===== config.mk =====
export PLATFORM = sky130hd
export DESIGN_NAME = uart_rx
export DESIGN_NICKNAME = d
export VERILOG_FILES = /design/src/rtl/uart_pkg.sv /design/src/rtl/rx_sync.sv /design/src/rtl/uart_rx.sv
export SDC_FILE = /design/constraint.sdc
export NUM_CORES = 1
export LEC_CHECK = 0
export CAP_MARGIN = 40
export CORE_MARGIN = 1
export CORE_UTILIZATION = 35
export CTS_BUF_LIST = sky130_fd_sc_hd__clkbuf_2 sky130_fd_sc_hd__clkbuf_4 sky130_fd_sc_hd__clkbuf_8
export DETAILED_ROUTE_END_ITERATION = 8
export PLACE_DENSITY = 0.59
export REMOVE_ABC_BUFFERS = 1
export SLEW_MARGIN = 25
export SYNTH_ARGS = -nofsm -noshare
export SYNTH_HDL_FRONTEND = slang
export SYNTH_SLANG_ARGS = --single-unit

===== constraint.sdc =====
create_clock -name clk -period 2 [get_ports clk]
set_input_delay 0.4 -clock clk [delete_from_list [all_inputs] [get_ports clk]]
set_output_delay 0.4 -clock clk [all_outputs]
set_load 0.01 [all_outputs]

===== src/rtl/uart_pkg.sv =====
// Shared types and constants for the UART receive path.
package uart_pkg;

    typedef enum logic [2:0] {
        IDLE,
        START,
        DATA,
        STOP,
        CLEANUP
    } rx_state_t;

    localparam int DEFAULT_CLKS_PER_BIT = 1250;
    localparam int UART_DATA_BITS       = 8;

endpackage


===== src/rtl/rx_sync.sv =====
// Two-flop synchronizer for the asynchronous serial line; resets to the idle-high level.
module rx_sync (
    input  logic clk,
    input  logic nRst,
    input  logic d,
    output logic q
);

    logic r_meta;
    logic r_q;

    always_ff @(posedge clk or negedge nRst) begin
        if (!nRst) begin
            r_meta <= 1'b1;
            r_q    <= 1'b1;
        end else begin
            r_meta <= d;
            r_q    <= r_meta;
        end
    end

    assign q = r_q;

endmodule


===== src/rtl/uart_rx.sv =====
// 8N1 UART receiver: centre-samples each bit, presents a byte with a one-cycle ready
// strobe and flags frames whose stop bit reads low.
module uart_rx
    import uart_pkg::*;
#(
    parameter int CLKS_PER_BIT = DEFAULT_CLKS_PER_BIT
) (
    input  logic                      clk,
    input  logic                      nRst,
    input  logic                      rx_serial,
    output logic [UART_DATA_BITS-1:0] rx_byte,
    output logic                      rx_ready,
    output logic                      frame_err,
    output logic                      rx_busy
);

    localparam int HALF_BIT = CLKS_PER_BIT / 2;
    localparam int CNT_W    = $clog2(CLKS_PER_BIT);
    localparam int BIT_W    = $clog2(UART_DATA_BITS);

    localparam logic [CNT_W-1:0] CNT_HALF = CNT_W'(HALF_BIT - 1);
    localparam logic [CNT_W-1:0] CNT_BIT  = CNT_W'(CLKS_PER_BIT - 1);
    localparam logic [BIT_W-1:0] IDX_LAST = BIT_W'(UART_DATA_BITS - 1);

    logic                      w_rx_s;
    rx_state_t                 r_state;
    logic [CNT_W-1:0]          r_clk_cnt;
    logic [BIT_W-1:0]          r_bit_idx;
    logic [UART_DATA_BITS-1:0] r_shift;
    logic [UART_DATA_BITS-1:0] r_byte;
    logic                      r_ready;
    logic                      r_err;
    logic                      r_busy;

    rx_sync u_sync (
        .clk  (clk),
        .nRst (nRst),
        .d    (rx_serial),
        .q    (w_rx_s)
    );

    always_ff @(posedge clk or negedge nRst) begin
        if (!nRst) begin
            r_state   <= IDLE;
            r_clk_cnt <= '0;
            r_bit_idx <= '0;
            r_shift   <= '0;
            r_byte    <= '0;
            r_ready   <= 1'b0;
            r_err     <= 1'b0;
            r_busy    <= 1'b0;
        end else begin
            r_ready <= 1'b0;
            r_err   <= 1'b0;
            case (r_state)
                IDLE: begin
                    r_clk_cnt <= '0;
                    r_bit_idx <= '0;
                    if (!w_rx_s) begin
                        r_state <= START;
                        r_busy  <= 1'b1;
                    end
                end
                START: begin
                    if (r_clk_cnt == CNT_HALF) begin
                        r_clk_cnt <= '0;
                        // A start bit that is high again at its centre was only a glitch.
                        if (!w_rx_s) begin
                            r_state   <= DATA;
                            r_bit_idx <= '0;
                        end else begin
                            r_state <= IDLE;
                            r_busy  <= 1'b0;
                        end
                    end else begin
                        r_clk_cnt <= r_clk_cnt + 1'b1;
                    end
                end
                DATA: begin
                    if (r_clk_cnt == CNT_BIT) begin
                        r_clk_cnt <= '0;
                        r_shift   <= {w_rx_s, r_shift[UART_DATA_BITS-1:1]};
                        if (r_bit_idx == IDX_LAST) begin
                            r_state <= STOP;
                        end else begin
                            r_bit_idx <= r_bit_idx + 1'b1;
                        end
                    end else begin
                        r_clk_cnt <= r_clk_cnt + 1'b1;
                    end
                end
                STOP: begin
                    if (r_clk_cnt == CNT_BIT) begin
                        r_clk_cnt <= '0;
                        r_state   <= CLEANUP;
                        if (w_rx_s) begin
                            r_byte  <= r_shift;
                            r_ready <= 1'b1;
                        end else begin
                            r_err <= 1'b1;
                        end
                    end else begin
                        r_clk_cnt <= r_clk_cnt + 1'b1;
                    end
                end
                CLEANUP: begin
                    // Waiting for a high line keeps a break from posing as a new start bit.
                    r_clk_cnt <= '0;
                    if (w_rx_s) begin
                        r_state <= IDLE;
                        r_busy  <= 1'b0;
                    end
                end
                default: begin
                    r_state   <= IDLE;
                    r_clk_cnt <= '0;
                    r_bit_idx <= '0;
                    r_busy    <= 1'b0;
                end
            endcase
        end
    end

    assign rx_byte   = r_byte;
    assign rx_ready  = r_ready;
    assign frame_err = r_err;
    assign rx_busy   = r_busy;

endmodule


== Word-level counts from Yosys, hierarchy flattened ==
Index checks and enable logic that the tools add are counted.

* Register bits after elaboration: 38
* Output and inout port bits: 11

* Add/subtract/negate cells: 2
* Equality and inequality tests: 15
* Muxes and demuxes: 26
* Bitwise operators: 2
* Reductions and logical operators: 8

{| class="wikitable"
|+ Operators by type and width
! operator !! count
|-
| two-way mux 3 bit || 10
|-
| two-way mux 11 bit || 2
|-
| one-hot mux 11 bit (2 select lines) || 1
|-
| one-hot mux 3 bit (5 select lines) || 1
|-
| != test 2 bit (second input constant) || 7
|-
| adder 11 x 1 -> 11 bit (second input constant) || 1
|-
| == test 11 x 10 -> 1 bit (second input constant) || 1
|-
| == test 11 bit (second input constant) || 1
|-
| two-way mux 1 bit || 9
|-
| one-hot mux 3 bit (3 select lines) || 1
|-
| == test 3 x 2 -> 1 bit (second input constant) || 2
|-
| == test 3 bit (second input constant) || 2
|-
| AND reduction 3 bit || 2
|-
| AND reduction 6 bit || 1
|-
| AND reduction 5 bit || 1
|-
| one-hot mux 1 bit (4 select lines) || 1
|-
| OR reduction 2 bit || 2
|-
| adder 3 x 1 -> 3 bit (second input constant) || 1
|-
| == test 3 x 1 -> 1 bit (second input constant) || 1
|-
| zero test 3 bit || 1
|-
| two-way mux 2 bit || 1
|-
| != test 2 x 1 -> 1 bit (second input constant) || 1
|-
| inverter 1 bit || 2
|-
| AND reduction 2 bit || 1
|}

== Depth between registers and ports, before layout ==
* Depth after elaboration: 4
* Gate-level depth with buffers: 7
* Gate-level depth less buffers: 6

== By module ==
A second synthesis with hierarchy kept.

* Cell total of the unflattened synthesis: 140
* Area total of the unflattened synthesis: 1716.6 um^2

{| class="wikitable"
|+ Modules (own cells, without submodules)
! module !! instances !! cells an instance !! area each (um^2)
|-
| uart_rx || 1 || 138 || 1664.1
|-
| rx_sync || 1 || 2 || 52.6
|}

== Worst setup path before layout ==
Ideal clock, no wire load.

* Path kind: reg-to-reg
* Start point: reg r_clk_cnt[1]
* End point: reg r_byte[0], in the netlist rx_byte[0]
* Library setup time: 0.125 ns
* Data arrival time: 1.669 ns
* Data required time: 1.875 ns
* Slack: 0.207 ns
* Cell stages (with the launch flop): 7
* Buffers on the path: 0
* Period minus slack after synthesis: 1.793 ns
* Path through: dfrtp_1 > inv_1 > ha_1 > and4b_4 > nand3_4 > nor3_4 > mux2_2

* Word-level cells in the longest chain between the ends: 2

{| class="wikitable"
|+ RTL lines
! element !! RTL line !! source
|-
| start: declaration || uart_rx.sv:27 || <nowiki>logic [CNT_W-1:0] r_clk_cnt;</nowiki>
|-
| start signal: assignment || uart_rx.sv:76 || <nowiki>r_clk_cnt <= r_clk_cnt + 1'b1;</nowiki>
|-
| start signal: assignment || uart_rx.sv:89 || <nowiki>r_clk_cnt <= r_clk_cnt + 1'b1;</nowiki>
|-
| start signal: assignment || uart_rx.sv:103 || <nowiki>r_clk_cnt <= r_clk_cnt + 1'b1;</nowiki>
|-
| == test 11 bit || uart_rx.sv:93 || <nowiki>if (r_clk_cnt == CNT_BIT) begin</nowiki>
|-
| AND reduction 3 bit (no line) || - ||
|-
| end signal: assignment || uart_rx.sv:97 || <nowiki>r_byte <= r_shift;</nowiki>
|-
| end: declaration || uart_rx.sv:30 || <nowiki>logic [UART_DATA_BITS-1:0] r_byte;</nowiki>
|}

No other way between the ends.
A chain may end at the register's enable or synchronous reset.

== Worst setup path after layout ==
Ends and elaborated chain as after synthesis.

==> out/qor.yml <==
fp.dieH_um: 72.92
vias: 1185
num_rows: 25
pin_count: 14
hp-class: "in -> async"
cts_tree: "done"
pwr_density_cell_nw_per_um2: 735.5
dieWidth_um: 72.92
maxCapViolations: 0
synth_top_area_share_pct: 51.17
synth.yosys.seq_area_share_pct: 54.16
critPathTopFamily: "simple AND/OR/NAND/NOR gates"
crit_slowest_cell: "dfrtp_1"
htreeDepth: 2
grtUsageMet2_pct: 24.09
synth_ff_type: "dfrtp_1"
dieArea_um2: 5317
final_cell_mix: "36 x dfrtp_1, 17 x mux2_2, 13 x nor2_1, 12 x clkdlybuf4s50_1, 8 x inv_1"
crit_chain: "inv_1, ha_1, and4b_4, nand3_4, nor3_4, buf_12, mux2_2"
initial_utilization_pct: 36.78
place_area_um2: 2014
core_area_um2: 4786
drive_gt1_share_pct: 24.56
cts_resized: 0
synthArstFlopShare_pct: 100.0
grt_pass1_vias: 1225
p_leak_nw: 0.9607
end_kind: "flip-flop"
fin_crit_sh_pct: 92.99
clkTransAtPathRegs_ns: 0.08
netlist_top_cells_area: "dfrtp_1 51%, mux2_2 11%, ha_1 3.6%"
grt_overflow: 0
rsz0062_at_grt: "false"
grt_max_degree: 39
setup_viol: 0
postLayoutCellArea_um2: 2152
fin_skew_ns: 0.006724
grtUsageMet1_pct: 18.09
synth_edf_count: 0
worst_setup_path_start_kind: "flip-flop"
yosysUniqueCellTypes: 39
grt_pass1_wl_um: 5858
vdd_ir_drop_max_uv: 332.1
grtUsageTotal_pct: 14.92
period_minus_slack_ns: 1.860
drt-initial-drc-count: 84
antenna_cells: 0
nets: 178
crit_type: "reg -> reg"
cts-buffers-inserted: 5
grt_busiest_layer: "met2"
syn_area_um2: 1760
fmax_mhz: 537.7
yosys.area.top_type: "dfrtp_1"
antenna_found_initial: 0
ctsHoldBuffers: 0
totalWireLength_um: 3325
max_stage_delay_ns: 0.41
power_w: 0.001583
use_met3_pct: 3.867
detail-route-antenna-nets: 0
final_common_cell: "dfrtp_1"
finalWeightedCongestion: 0.8568
crit_buf_inv: 2
cts_setup_buffers: 0
max_slew.worst_pin.slew_ns: 0.4762
clock_latency_ns: 0.30
area_growth_pct: 22.25
synthCells: 146
crit_fanout: 9
clock_tree.root_cell: "clkbuf_8"
drv_slew: 0
dpl.hpwl_um: 2442
n_fill_cell: 441
cp.arrival_ns: 2.05
firstDrtPassIters: 4
clock-sinks: 38
outcome: "complete, no violations"
cts_buffer_depth: 2
relSlewSlack_pct: 68.25
io_buffers: 13
synth_warnings: 0
hold_violations: 0
route.detailed.drc: 0
cp_data_required_time_ns: 2.19
wl_per_cell_um: 13.97
via_per_inst: 4.979
syn_area_per_cell_um2: 12.06
yosys_register_bits: 38
==> metal layers <==
metal,share of wire (%),vias up
li1,-,568
met2,49,27
met3,4.1,8
met5,0,-
met4,2.0,0
met1,44,582
==> cell families (layout without fill, tap and decap cells) <==
logic type	Yosys count	after routing	share of synthesized area (%)
and+or+nand+nor	47	47	16.13
xor gates and xnor gates	8	8	3.980
muxes	17	17	10.87
AOI/OAI and AO/OA	19	19	7.890
buffers and inverters	11	36	2.842
adders and majority gates	6	6	4.122
DFF	38	38	54.16
==> sequential cells by signal (all words and copies together), names as in the netlist <==
signal	count
rx_byte	8
r_clk_cnt	11
r_state	3
u_sync.q	1
frame_err	1
r_bit_idx	3
r_shift	8
rx_busy	1
rx_ready	1
u_sync.r_meta	1
==> layout make-up <==
type	instances	area, um2	share of cell area (%)
multi-input combinational	97	757.0	35.17
clock buffer	5	68.82	3.198
clock inverter	3	68.82	3.198
inverter	8	30.03	1.395
tap	67	83.83	3.895
sequential	38	953.4	44.30
timing repair buffer	20	190.2	8.837
==> where the power goes <==
group / internal (W) / switching [W] / total [W]
logic: 0.00000551 / 0.0000188 / 0.0000243
registers: 0.000771 / 0.00000255 / 0.000774
clock network: 0.000500 / 0.000285 / 0.000784
==> through the flow <==
step                      utilization, %  setup WS (ns)   TNS (ns)  hold WS, ns  instances
after floorplan                        -      -0.001254  -0.001254       0.1044        143
after global placement             42.09         0.1877          0       0.3459        230
after detailed placement           42.09         0.1365          0       0.3599        230
after CTS                          44.97         0.1300          0       0.1550        238
after global routing               44.97        0.05602          0       0.1770        238
final                              44.97         0.1401          0       0.1440        238
==> synthesized netlist by cell type, types with 2 or more instances <==
master     number
dfrtp_1        36
mux2_2         17
nor2_1         13
inv_1           8
nand2_1         7
xnor2_1         6
a31oi_1         5
ha_1            5
nor3_1          5
nand3_1         4
nand4_1         3
o2bb2ai_1       3
a21oi_1         2
dfstp_2         2
nor2b_1         2
nor3_4          2
nor3b_1         2
o21ai_0         2
xor2_1          2
==> worst paths after layout <==
check,from,endpoint,slack [ns],cells past startpoint
hold / removal,nRst,r_clk_cnt[4],0.14,2
setup reg to reg,r_clk_cnt[1],rx_byte[0],0.14,7
min in group clk,u_sync.r_meta,u_sync.q,0.37,0
setup / recovery,r_clk_cnt[1],rx_byte[0],0.14,7
hold reg to reg,u_sync.r_meta,u_sync.q,0.37,0
max in group asynchronous,nRst,u_sync.q,1.50,2
No activity file was read; power rests on OpenSTA's default activity.
